`config.mk`:
```
export PLATFORM = sky130hd
export DESIGN_NAME = isa_dma_engine_flat
export DESIGN_NICKNAME = d
export VERILOG_FILES = /design/src/rtl/isa_dma_engine_if.sv /design/src/rtl/isa_dma_engine.sv /design/src/flat_wrapper.sv
export SDC_FILE = /design/constraint.sdc
export NUM_CORES = 1
export LEC_CHECK = 0
export CORE_ASPECT_RATIO = 1.2
export CORE_UTILIZATION = 42
export DETAILED_ROUTE_END_ITERATION = 7
export GPL_ROUTABILITY_DRIVEN = 0
export PLACE_DENSITY_LB_ADDON = 0.2
export SLEW_MARGIN = 0
export SYNTH_ARGS = -nofsm -noshare
export SYNTH_HDL_FRONTEND = slang
export SYNTH_SLANG_ARGS = --single-unit
export TNS_END_PERCENT = 1
```
`constraint.sdc`:
```
create_clock -name clk -period 4.7 [get_ports clk]
set_clock_uncertainty 0.15 [all_clocks]
set_input_delay 0.705 -clock clk [delete_from_list [all_inputs] [get_ports clk]]
set_output_delay 0.705 -clock clk [all_outputs]
set_load 0.02 [all_outputs]
```
`src/rtl/isa_dma_engine_if.sv`:
```
// AXI4-Lite master/slave bundle used by the ISA DMA engine to reach the
// peripheral data registers.
interface isa_dma_engine_if;
  logic [31:0] awaddr;
  logic        awvalid;
  logic        awready;
  logic [31:0] wdata;
  logic [3:0]  wstrb;
  logic        wvalid;
  logic        wready;
  logic [1:0]  bresp;
  logic        bvalid;
  logic        bready;
  logic [31:0] araddr;
  logic        arvalid;
  logic        arready;
  logic [31:0] rdata;
  logic [1:0]  rresp;
  logic        rvalid;
  logic        rready;

  modport master (
    output awaddr, awvalid, wdata, wstrb, wvalid, bready, araddr, arvalid, rready,
    input  awready, wready, bresp, bvalid, arready, rdata, rresp, rvalid
  );

  modport slave (
    input  awaddr, awvalid, wdata, wstrb, wvalid, bready, araddr, arvalid, rready,
    output awready, wready, bresp, bvalid, arready, rdata, rresp, rvalid
  );
endinterface

```
`src/rtl/isa_dma_engine.sv`:
```
// ISA DMA slave-cycle handler: serves 8237 DACK cycles for the FDC (ch2) and
// WD HDD (ch3) by moving single bytes over AXI4-Lite, with IOCHRDY wait states.
module isa_dma_engine #(
  parameter logic [31:0] FDC_DATA_ADDR  = 32'h80006014,
  parameter logic [31:0] WD_DATA_ADDR   = 32'h80007100,
  parameter logic [15:0] TIMEOUT_CYCLES = 16'd1024
) (
  input  logic       clk,
  input  logic       reset_n,
  input  logic [7:0] isa_data_in,
  output logic [7:0] isa_data_out,
  output logic       isa_data_oe,
  input  logic       isa_ior_n,
  input  logic       isa_iow_n,
  input  logic       isa_aen,
  input  logic       isa_tc,
  input  logic       isa_dack2_n,
  input  logic       isa_dack3_n,
  output logic       isa_drq2,
  output logic       isa_drq3,
  output logic       isa_iochrdy,
  input  logic       fdc_drq,
  input  logic       wd_drq,
  input  logic       fdc_enable,
  input  logic       wd_enable,
  input  logic       wd_dma_enable,
  isa_dma_engine_if.master m_axi,
  output logic       fdc_tc,
  output logic       wd_tc,
  output logic       dma_error,
  input  logic       error_clear
);

  typedef enum logic [2:0] {IDLE, ADDR, DATA, RESP, HOLD} state_t;

  state_t      state;
  logic        ior_q, iow_q;
  logic        is_write, ch_lat, tc_lat, timed_out;
  logic [15:0] tmo_cnt;
  logic        err_set;

  logic q2, q3, single, both_dack, ior_fall, iow_fall, strobe_edge;
  logic ch2_busy, ch3_busy, aw_done, w_done, tmo_hit;
  logic unused_rdata;

  assign q2          = !isa_dack2_n && isa_aen && fdc_enable;
  assign q3          = !isa_dack3_n && isa_aen && wd_enable && wd_dma_enable;
  assign single      = q2 ^ q3;
  assign both_dack   = !isa_dack2_n && !isa_dack3_n;
  assign ior_fall    = ior_q && !isa_ior_n;
  assign iow_fall    = iow_q && !isa_iow_n;
  assign strobe_edge = ior_fall || iow_fall;
  assign ch2_busy    = (state != IDLE) && !ch_lat;
  assign ch3_busy    = (state != IDLE) && ch_lat;
  assign aw_done     = !m_axi.awvalid || m_axi.awready;
  assign w_done      = !m_axi.wvalid || m_axi.wready;
  assign tmo_hit     = (state inside {ADDR, DATA, RESP}) && !timed_out &&
                       (tmo_cnt == TIMEOUT_CYCLES - 16'd1);
  assign unused_rdata = &{1'b0, m_axi.rdata[31:8]};

  always_comb begin
    err_set = 1'b0;
    if (state == IDLE && strobe_edge && both_dack)
      err_set = 1'b1;
    if (tmo_hit)
      err_set = 1'b1;
    if (state == DATA && m_axi.rvalid && m_axi.rresp != 2'b00)
      err_set = 1'b1;
    if (state == RESP && m_axi.bvalid && m_axi.bresp != 2'b00)
      err_set = 1'b1;
  end

  always_ff @(posedge clk or negedge reset_n) begin
    if (!reset_n) begin
      state         <= IDLE;
      ior_q         <= 1'b1;
      iow_q         <= 1'b1;
      is_write      <= 1'b0;
      ch_lat        <= 1'b0;
      tc_lat        <= 1'b0;
      timed_out     <= 1'b0;
      tmo_cnt       <= 16'd0;
      isa_data_out  <= 8'hFF;
      isa_data_oe   <= 1'b0;
      isa_drq2      <= 1'b0;
      isa_drq3      <= 1'b0;
      isa_iochrdy   <= 1'b1;
      fdc_tc        <= 1'b0;
      wd_tc         <= 1'b0;
      dma_error     <= 1'b0;
      m_axi.awaddr  <= 32'h0;
      m_axi.awvalid <= 1'b0;
      m_axi.wdata   <= 32'h0;
      m_axi.wstrb   <= 4'b0000;
      m_axi.wvalid  <= 1'b0;
      m_axi.bready  <= 1'b0;
      m_axi.araddr  <= 32'h0;
      m_axi.arvalid <= 1'b0;
      m_axi.rready  <= 1'b0;
    end else begin
      ior_q       <= isa_ior_n;
      iow_q       <= isa_iow_n;
      fdc_tc      <= 1'b0;
      wd_tc       <= 1'b0;
      isa_drq2    <= fdc_drq && fdc_enable && !ch2_busy;
      isa_drq3    <= wd_drq && wd_enable && wd_dma_enable && !ch3_busy;
      isa_data_oe <= single && !isa_ior_n;
      dma_error   <= err_set || (dma_error && !error_clear);

      // The ISA master is released at timeout, but the AXI transaction is
      // still allowed to finish so the fabric never sees a withdrawn valid.
      if ((state inside {ADDR, DATA, RESP}) && !timed_out) begin
        tmo_cnt <= tmo_cnt + 16'd1;
        if (tmo_hit) begin
          timed_out   <= 1'b1;
          isa_iochrdy <= 1'b1;
        end
      end

      case (state)
        IDLE: begin
          tmo_cnt   <= 16'd0;
          timed_out <= 1'b0;
          if (strobe_edge && !both_dack && single) begin
            ch_lat      <= q3;
            tc_lat      <= isa_tc;
            is_write    <= !ior_fall;
            isa_iochrdy <= 1'b0;
            state       <= ADDR;
            if (ior_fall) begin
              m_axi.araddr  <= q3 ? WD_DATA_ADDR : FDC_DATA_ADDR;
              m_axi.arvalid <= 1'b1;
            end else begin
              m_axi.awaddr  <= q3 ? WD_DATA_ADDR : FDC_DATA_ADDR;
              m_axi.wdata   <= {24'h0, isa_data_in};
              m_axi.wstrb   <= 4'b0001;
              m_axi.awvalid <= 1'b1;
              m_axi.wvalid  <= 1'b1;
            end
          end
        end
        ADDR: begin
          if (!is_write) begin
            if (m_axi.arready) begin
              m_axi.arvalid <= 1'b0;
              m_axi.rready  <= 1'b1;
              state         <= DATA;
            end
          end else begin
            if (m_axi.awready) m_axi.awvalid <= 1'b0;
            if (m_axi.wready)  m_axi.wvalid  <= 1'b0;
            if (aw_done && w_done) begin
              m_axi.bready <= 1'b1;
              state        <= RESP;
            end
          end
        end
        DATA: begin
          if (m_axi.rvalid) begin
            m_axi.rready <= 1'b0;
            // After a timeout the ISA side already took 0xFF; late data is dropped.
            if (!timed_out) isa_data_out <= m_axi.rdata[7:0];
            isa_iochrdy <= 1'b1;
            fdc_tc      <= tc_lat && !ch_lat;
            wd_tc       <= tc_lat && ch_lat;
            state       <= HOLD;
          end
        end
        RESP: begin
          if (m_axi.bvalid) begin
            m_axi.bready <= 1'b0;
            isa_iochrdy  <= 1'b1;
            fdc_tc       <= tc_lat && !ch_lat;
            wd_tc        <= tc_lat && ch_lat;
            state        <= HOLD;
          end
        end
        HOLD: begin
          // Level test so a strobe that already rose during a timeout still exits.
          if (is_write ? isa_iow_n : isa_ior_n) begin
            isa_data_out <= 8'hFF;
            state        <= IDLE;
          end
        end
        default: state <= IDLE;
      endcase
    end
  end

endmodule
```
`src/flat_wrapper.sv`:
```
// flat-port wrapper written by rule: the top's interface ports become plain ports
module isa_dma_engine_flat 
#(
  parameter logic [31:0] FDC_DATA_ADDR  = 32'h80006014,
  parameter logic [31:0] WD_DATA_ADDR   = 32'h80007100,
  parameter logic [15:0] TIMEOUT_CYCLES = 16'd1024
)
  (clk, reset_n, isa_data_in, isa_data_out, isa_data_oe, isa_ior_n, isa_iow_n, isa_aen, isa_tc, isa_dack2_n, isa_dack3_n, isa_drq2, isa_drq3, isa_iochrdy, fdc_drq, wd_drq, fdc_enable, wd_enable, wd_dma_enable, fdc_tc, wd_tc, dma_error, error_clear, m_axi_awaddr, m_axi_awvalid, m_axi_wdata, m_axi_wstrb, m_axi_wvalid, m_axi_bready, m_axi_araddr, m_axi_arvalid, m_axi_rready, m_axi_awready, m_axi_wready, m_axi_bresp, m_axi_bvalid, m_axi_arready, m_axi_rdata, m_axi_rresp, m_axi_rvalid);
  isa_dma_engine_if m_axi_i ();
  input  logic clk;
  input  logic reset_n;
  input  logic [7:0] isa_data_in;
  output logic [7:0] isa_data_out;
  output logic isa_data_oe;
  input  logic isa_ior_n;
  input  logic isa_iow_n;
  input  logic isa_aen;
  input  logic isa_tc;
  input  logic isa_dack2_n;
  input  logic isa_dack3_n;
  output logic isa_drq2;
  output logic isa_drq3;
  output logic isa_iochrdy;
  input  logic fdc_drq;
  input  logic wd_drq;
  input  logic fdc_enable;
  input  logic wd_enable;
  input  logic wd_dma_enable;
  output logic fdc_tc;
  output logic wd_tc;
  output logic dma_error;
  input  logic error_clear;
  output wire logic [$bits(m_axi_i.awaddr)-1:0] m_axi_awaddr;
  output wire logic [$bits(m_axi_i.awvalid)-1:0] m_axi_awvalid;
  output wire logic [$bits(m_axi_i.wdata)-1:0] m_axi_wdata;
  output wire logic [$bits(m_axi_i.wstrb)-1:0] m_axi_wstrb;
  output wire logic [$bits(m_axi_i.wvalid)-1:0] m_axi_wvalid;
  output wire logic [$bits(m_axi_i.bready)-1:0] m_axi_bready;
  output wire logic [$bits(m_axi_i.araddr)-1:0] m_axi_araddr;
  output wire logic [$bits(m_axi_i.arvalid)-1:0] m_axi_arvalid;
  output wire logic [$bits(m_axi_i.rready)-1:0] m_axi_rready;
  input wire logic [$bits(m_axi_i.awready)-1:0] m_axi_awready;
  input wire logic [$bits(m_axi_i.wready)-1:0] m_axi_wready;
  input wire logic [$bits(m_axi_i.bresp)-1:0] m_axi_bresp;
  input wire logic [$bits(m_axi_i.bvalid)-1:0] m_axi_bvalid;
  input wire logic [$bits(m_axi_i.arready)-1:0] m_axi_arready;
  input wire logic [$bits(m_axi_i.rdata)-1:0] m_axi_rdata;
  input wire logic [$bits(m_axi_i.rresp)-1:0] m_axi_rresp;
  input wire logic [$bits(m_axi_i.rvalid)-1:0] m_axi_rvalid;
  assign m_axi_awaddr = m_axi_i.awaddr;
  assign m_axi_awvalid = m_axi_i.awvalid;
  assign m_axi_wdata = m_axi_i.wdata;
  assign m_axi_wstrb = m_axi_i.wstrb;
  assign m_axi_wvalid = m_axi_i.wvalid;
  assign m_axi_bready = m_axi_i.bready;
  assign m_axi_araddr = m_axi_i.araddr;
  assign m_axi_arvalid = m_axi_i.arvalid;
  assign m_axi_rready = m_axi_i.rready;
  assign m_axi_i.awready = m_axi_awready;
  assign m_axi_i.wready = m_axi_wready;
  assign m_axi_i.bresp = m_axi_bresp;
  assign m_axi_i.bvalid = m_axi_bvalid;
  assign m_axi_i.arready = m_axi_arready;
  assign m_axi_i.rdata = m_axi_rdata;
  assign m_axi_i.rresp = m_axi_rresp;
  assign m_axi_i.rvalid = m_axi_rvalid;
  isa_dma_engine #(.FDC_DATA_ADDR(FDC_DATA_ADDR), .WD_DATA_ADDR(WD_DATA_ADDR), .TIMEOUT_CYCLES(TIMEOUT_CYCLES)) u_core (.clk(clk), .reset_n(reset_n), .isa_data_in(isa_data_in), .isa_data_out(isa_data_out), .isa_data_oe(isa_data_oe), .isa_ior_n(isa_ior_n), .isa_iow_n(isa_iow_n), .isa_aen(isa_aen), .isa_tc(isa_tc), .isa_dack2_n(isa_dack2_n), .isa_dack3_n(isa_dack3_n), .isa_drq2(isa_drq2), .isa_drq3(isa_drq3), .isa_iochrdy(isa_iochrdy), .fdc_drq(fdc_drq), .wd_drq(wd_drq), .fdc_enable(fdc_enable), .wd_enable(wd_enable), .wd_dma_enable(wd_dma_enable), .m_axi(m_axi_i), .fdc_tc(fdc_tc), .wd_tc(wd_tc), .dma_error(dma_error), .error_clear(error_clear));
endmodule
```
==> metrics.txt, run 1 <==
maximum vdd drop=between 0.0003 and 0.0004 V; Post-Syn Instances=326; pre-CTS setup slack=1.866 ns; EDFF count, synth=0; slack of the critical path=2.061 ns; top cell type's share of synthesized area=0.3643; number of remaining DRC errors=0; H-tree levels=3; core area=7664 um^2; Avg Cell Area, Syn=10.11 um^2; CP top delay family=simple AND/OR/NAND/NOR gates; CTS root buf=clkbuf_8; initial antenna violation count=0; fmax=378.9 MHz; share of layout cells above drive strength 1=0.1327; Placed Instance Area=between 3000 and 4000 um^2; CP max FO=16; synth top area cells=dfrtp_1, buf_4, dfstp_2; Setup-failing EPs final=0; Hold Vio Cnt, Final=0; CP max stage cell=or4_1; Lkg Pwr=1.810 nW; DRT iter0 DRCs=~130; Netlist cell types=53; area of the multi-input gates=around 1400 um^2; # clock sinks=59; hold path startpoint=u_core.ch_lat$_DFFE_PN0P_; Sequential Area=1490 um^2; leading area contributor after synthesis=dfrtp_1; CTS tree=done; Worst-Skew Late Latency=0.33 ns; setup repair bufs after CTS=0; outcome=complete, no violations; ANT cells=0; post-synthesis sequential area ratio=0.4520; Max Cap Violations=0; TNS Setup=0 ns; critical path arrival=2.74 ns; grt ovf=0; num ports=183; Max Slew Vio Count=0; vias in the first global route=2172; Wirelength per Cell=12.36 um; CP most frequent cell=or4_1; area grow syn2layout=23.26%; element type at the critical path start=register; YS warnings=0; synthesized area=3297 um^2; first-pass GRT wire length=10190 um; gr usage total=0.1550; total CTS buffers=9; Hold Crit Class=register to register; post-route minimum period=2.639 ns; Crit path required time=4.80 ns; largest net degree at the start of global routing=60; Die Footprint=8210 um^2; Synth async-reset ratio=1.000; crit path buf inv count=0; PortBufs=81; Routed Antenna Nets=0; fin nets=466; RSZ-0062 raised after global routing=no; maximum clock path buffer count=2; Starting Density=0.4302; crit path cell chain=or3b_4 > or4_1 > or4_1 > a21oi_1; 1st-pass router iterations=6; period utilization=0.5615; fill count=around 730; Setup crit end kind=register; RR Startpoint=u_core.state[2]$_DFFE_PN0P_; Worst Setup SP=u_core.state[2]$_DFFE_PN0P_; Core Rows=35; DIE WIDTH=82.88 um; design area=4064 um^2; Reg clk slew, reported paths=0.06 ns; critical path type=register to register; post_cts resized=0; Worst path max stage delay=0.68 ns; Post-DP HPWL=4486 um; synth cell count leaders=buf_4, dfrtp_1, nor2_1; Slew @ Worst Pin=0.8982 ns; Rel. slew slack=0.3966; CTS Hold Buffers Added=0; top-count cell post-synth=buf_4; Most used DFF post-synth=dfrtp_1; Die Y=between 90 and 100 um; Total Wirelength=6168 um; vias=2336; Yosys reg bits=a little under 60; power density cells=531.0 nW/um^2; via/cell ratio=~4.7
==> area by class of cell <==
| cell class | instances | share of cell area |
|---|---|---|
| sequential | 59 | 0.3667 |
| tap | 92 | 0.02833 |
| multi-input combinational | 241 | 0.3387 |
| clock inverter | 4 | 0.01786 |
| timing repair buffer | 84 | 0.2038 |
| clock buffer | 12 | 0.03818 |
| inverter | 7 | 0.006466 |
==> state kept, by name (all words and copies together) (netlist names), 3 cells and up <==
| signal | cells |
|---|---|
| u_core.tmo_cnt | 16 |
| u_core.isa_data_out | 8 |
| u_core.m_axi.wdata | 8 |
| u_core.m_axi.araddr | 3 |
| u_core.m_axi.awaddr | 3 |
| u_core.state | 3 |
==> cell usage in the layout (no fill, tap or decap), drive strengths merged, types with 3 or more instances in the layout <==
cell type / netlist / layout
buf: 89 / 4
nand4: 3 / 3
inv: 7 / 7
o21ai: 11 / 11
o22a: 8 / 8
xnor2: 5 / 5
nor3: 6 / 6
dfrtp: 48 / 48
or4: 4 / 4
nand2: 18 / 18
or3: 5 / 5
nand3: 4 / 4
nand2b: 9 / 9
clkdlybuf4s50: 0 / 80
nor2: 20 / 20
nor2b: 5 / 5
mux2: 14 / 14
clkbuf: 6 / 12
or2: 3 / 3
a31o: 3 / 3
dfstp: 11 / 11
conb: 1 / 77
a21oi: 13 / 13
==> worst paths after layout <==
kind,slack (ns),end,depth (start not counted)
max in group asynchronous,3.50,u_core.tmo_cnt[5]$_DFFE_PN0P_,2
hold reg to reg,0.35,u_core.fdc_tc$_DFF_PN0_,1
min in group asynchronous,0.37,u_core.m_axi.wdata[0]$_DFFE_PN0P_,2
setup reg to reg,2.06,u_core.tmo_cnt[14]$_DFFE_PN0P_,4
setup / recovery,2.06,u_core.tmo_cnt[14]$_DFFE_PN0P_,4
hold / removal,0.35,u_core.fdc_tc$_DFF_PN0_,1
==> logic make-up after synthesis <==
family | count (synthesis) | synth area share
AOI/OAI and AO/OA | 51 | 0.1055
other | 1 | 0.001137
muxes | 16 | 0.05389
xor gates and xnor gates | 6 | 0.01594
buffers and inverters | 102 | 0.2171
and+or+nand+nor | 90 | 0.1507
DFF | 59 | 0.4520
adders and majority gates | 1 | 0.003794
==> layer usage <==
metal	vias to the layer above	track usage	part of all wire
met5	-	0	0
met4	0	0.07162	0.012
met3	5	0.03434	0.057
met2	91	0.2535	0.51
met1	1137	0.1958	0.42
li1	1103	-	-
==> where the power goes <==
group / internal, mW / leakage (nW) / switching, mW
combinational: 0.407 / 0.950 / 0.454
clock: 0.327 / 0.113 / 0.198
sequential: 0.662 / 0.747 / 0.111
total: 1.40 / 1.81 / 0.763
==> per-stage QoR <==
step | power, mW | hold slack (ns) | util | std cells
4_1_cts | 2.183 | 0.3404 | 0.5303 | 499
5_1_grt | 2.275 | 0.3826 | 0.5303 | 499
3_5_place_dp | 1.651 | 0.3323 | 0.5006 | 483
3_3_place_gp | 1.642 | 0.3333 | 0.5006 | 483
2_1_floorplan | 1.344 | 0.2594 | - | 402
6_report | 2.158 | 0.3480 | 0.5303 | 499
Power figures use the tool's default switching activity.
==> inputs of run 2 (changes only) <==
--- a/config.mk
+++ b/config.mk
@@ -6,7 +6,7 @@
 export NUM_CORES = 1
 export LEC_CHECK = 0
 export CORE_ASPECT_RATIO = 1.2
-export CORE_UTILIZATION = 42
+export CORE_UTILIZATION = 35
 export DETAILED_ROUTE_END_ITERATION = 7
 export GPL_ROUTABILITY_DRIVEN = 0
 export PLACE_DENSITY_LB_ADDON = 0.2
==> constraint.sdc (replaced) <==
create_clock -name clk -period 2.2 [get_ports clk]
set_clock_uncertainty 0.15 [all_clocks]
set_input_delay 0.33 -clock clk [delete_from_list [all_inputs] [get_ports clk]]
set_output_delay 0.33 -clock clk [all_outputs]
set_load 0.02 [all_outputs]
==> metrics.txt, run 2 (same netlist as run 1, synthesis figures left out) <==
outcome=finished with violations; failing checks=negative setup slack; Die Footprint=9814 um^2 (+20%); Die Y=108.3 um (+9.4%); CP max FO=8 (-8); Setup-failing EPs final=1 (+1); setup repair bufs after CTS=0 (unchanged); DIE WIDTH=90.60 um (+9.3%); fin nets=489 (+4.9%); gr usage total=0.1414 (-0.01351); CP max stage cell=or4_4; power density cells=1052 nW/um^2 (+98%); post-route minimum period=2.260 ns (-0.3792 ns); DRT iter0 DRCs=85 (-34%); Total Wirelength=6828 um (+11%); logic gate share of total power=0.447 (+0.048); period utilization=1.027 (+0.4657); critical path type=register to register; Worst-Skew Late Latency=0.34 ns (about the same); maximum vdd drop=0.0006098 V (+75%); Placed Instance Area=4055 um^2 (+5.7%); Hold Crit Class=input port to async pin; fmax=442.5 MHz (+17%); placed insts=533 (+10%); largest net degree at the start of global routing=60 (unchanged); crit path cell chain=ha_2 > or3b_4 > or4_4 > or4_4 > a21oi_2; 1st-pass router iterations=4 (-2); share of layout cells above drive strength 1=0.1884 (+0.05569); initial antenna violation count=0 (unchanged); Rel. slew slack=0.6337 (+0.2372); fill count=896 (+23%); Hold Vio Cnt, Final=0 (unchanged); # clock sinks=59 (unchanged); first-pass GRT wire length=10900 um (+7.0%); Crit path required time=2.31 ns (-2.49 ns); pre-CTS setup slack=-0.1582 ns (-2.024 ns); total CTS buffers=9 (unchanged); num ports=183 (unchanged); RSZ-0062 raised after global routing=yes; CP most frequent cell=or4_4; post-layout util=0.4678 (-0.06253); Largest register FFs=16 (unchanged); vias=2392 (+2.4%); Top Registers=u_core.tmo_cnt x16, u_core.isa_data_out x8, u_core.m_axi.wdata x8; Worst path max stage delay=0.50 ns (-0.18 ns); ANT cells=0 (unchanged); area grow syn2layout=28.84%; Switching Share=0.3812 (+0.02779); grt ovf=0 (unchanged); CTS tree=done; number of remaining DRC errors=0 (unchanged); Max Slew Vio Count=0 (unchanged); maximum clock path buffer count=2 (unchanged); most frequent cells in the layout=clkdlybuf4s50_1, conb_1, dfrtp_1, buf_4, nor2_1; design area=4248 um^2 (+4.5%); CTS root buf=clkbuf_8; Top reg by flops=u_core.tmo_cnt; area of the multi-input gates=1395 um^2 (+1.4%); element type at the critical path start=register; critical path arrival=2.37 ns (-0.37 ns); vias in the first global route=2342 (+7.8%); most common cell after layout, fill and taps aside=clkdlybuf4s50_1; Sequential Area=1490 um^2 (unchanged); sequential power share=0.359 (about the same); Max Cap Violations=0 (unchanged); Lkg Pwr=1.900 nW (+5.0%); core area=9081 um^2 (+18%); Reg clk slew, reported paths=0.08 ns (+0.02 ns); Routed Antenna Nets=0 (unchanged); slack of the critical path=-0.05982 ns (-2.121 ns); switching power=1.703 mW (+120%); PortBufs=81 (unchanged); Post-DP HPWL=5095 um (+14%); Wirelength per Cell=12.41 um (+0.44%); Clock power frac=0.193 (-0.050); H-tree levels=3 (unchanged); non-filler cells, final=550 (+10%); Core Rows=38 (+8.6%); internal power=2.765 mW (+98%); Slew @ Worst Pin=0.5464 ns (-0.3518 ns); via/cell ratio=4.349 (-7.1%); Starting Density=0.3630 (-0.06716); Setup crit end kind=register
[run 2: cell types whose count changed in the layout (fill, tap and decap cells not counted), moves of 2 or more]
| cell | delta |
|---|---|
| bufinv_16 | -2 |
| buf_4 | +21 |
| or4_1 | -2 |
| clkinv_4 | +2 |
| clkbuf_8 | -2 |
| or4_4 | +2 |
[run 2: worst max-delay path, delay by kind of cell (launching register included)]
| kind | cells | cell delay [ns] |
|---|---|---|
| AND/OR/NAND/NOR | 3 | 1.36 |
| flip-flops | 1 | 0.36 |
| adder cells (fa/ha/maj) | 1 | 0.19 |
| AO/OA/AOI/OAI | 1 | 0.13 |
[run 2: metal layers]
metal,GRT usage,part of all wire,routed length (um)
met5,0,0,0
met4,0.06567,0.013,92
met3,0.04008,0.058,393
met2,0.2430,0.52,3550
met1,0.1634,0.41,2792
[run 2: layout make-up]
type | instances | area share
tap | 120 | 0.03535
sequential | 59 | 0.3508
clock buffer | 10 | 0.03004
timing repair buffer | 107 | 0.2392
multi-input combinational | 241 | 0.3284
inverter | 7 | 0.006186
clock inverter | 6 | 0.01001
[run 2: timing repair]
| item | CTS | global route |
|---|---|---|
| setup endpoints to repair | 1 | 4 |
| hold endpoints to repair | 48 | 0 |
| resized for setup | 0 | 3 |
| hold buffers | 1 | 0 |
| pin swaps | 0 | 1 |
[run 2: stage by stage]
step / total power, mW / setup TNS [ns] / hold slack [ns]
2_1_floorplan: 2.873 / -0.4645 / -0.1156
3_3_place_gp: 3.603 / -2.732 / 0.2156
3_5_place_dp: 3.631 / -2.632 / 0.2112
4_1_cts: 4.509 / -0.04914 / 0.3614
5_1_grt: 4.727 / -0.1826 / 0.3780
6_report: 4.468 / -0.05982 / 0.3589
[run 2: worst paths after layout]
kind | from | end | slack [ns] | cells after the start
setup / recovery | u_core.tmo_cnt[1]$_DFFE_PN0P_ | u_core.tmo_cnt[14]$_DFFE_PN0P_ | -0.06 | 5
hold / removal | reset_n | u_core.m_axi.awaddr[12]$_DFFE_PN0P_ | 0.36 | 3
setup reg to reg | u_core.tmo_cnt[1]$_DFFE_PN0P_ | u_core.tmo_cnt[14]$_DFFE_PN0P_ | -0.06 | 5
hold reg to reg | u_core.m_axi.wdata[0]$_DFFE_PN0P_ | u_core.m_axi.wdata[0]$_DFFE_PN0P_ | 0.36 | 1
max in group asynchronous | reset_n | u_core.isa_iochrdy$_DFF_PN1_ | 1.21 | 3
min in group clk | u_core.m_axi.wdata[0]$_DFFE_PN0P_ | u_core.m_axi.wdata[0]$_DFFE_PN0P_ | 0.36 | 1
[run 2: power groups by stage]
stage / clock (mW) / combinational, mW / sequential, mW
6_report: 0.863 / 2.00 / 1.61
5_1_grt: 0.930 / 2.14 / 1.65
4_1_cts: 0.885 / 2.01 / 1.61
3_5_place_dp: 0 / 2.00 / 1.63
3_3_place_gp: 0 / 1.99 / 1.61
2_1_floorplan: 0 / 0.988 / 1.89
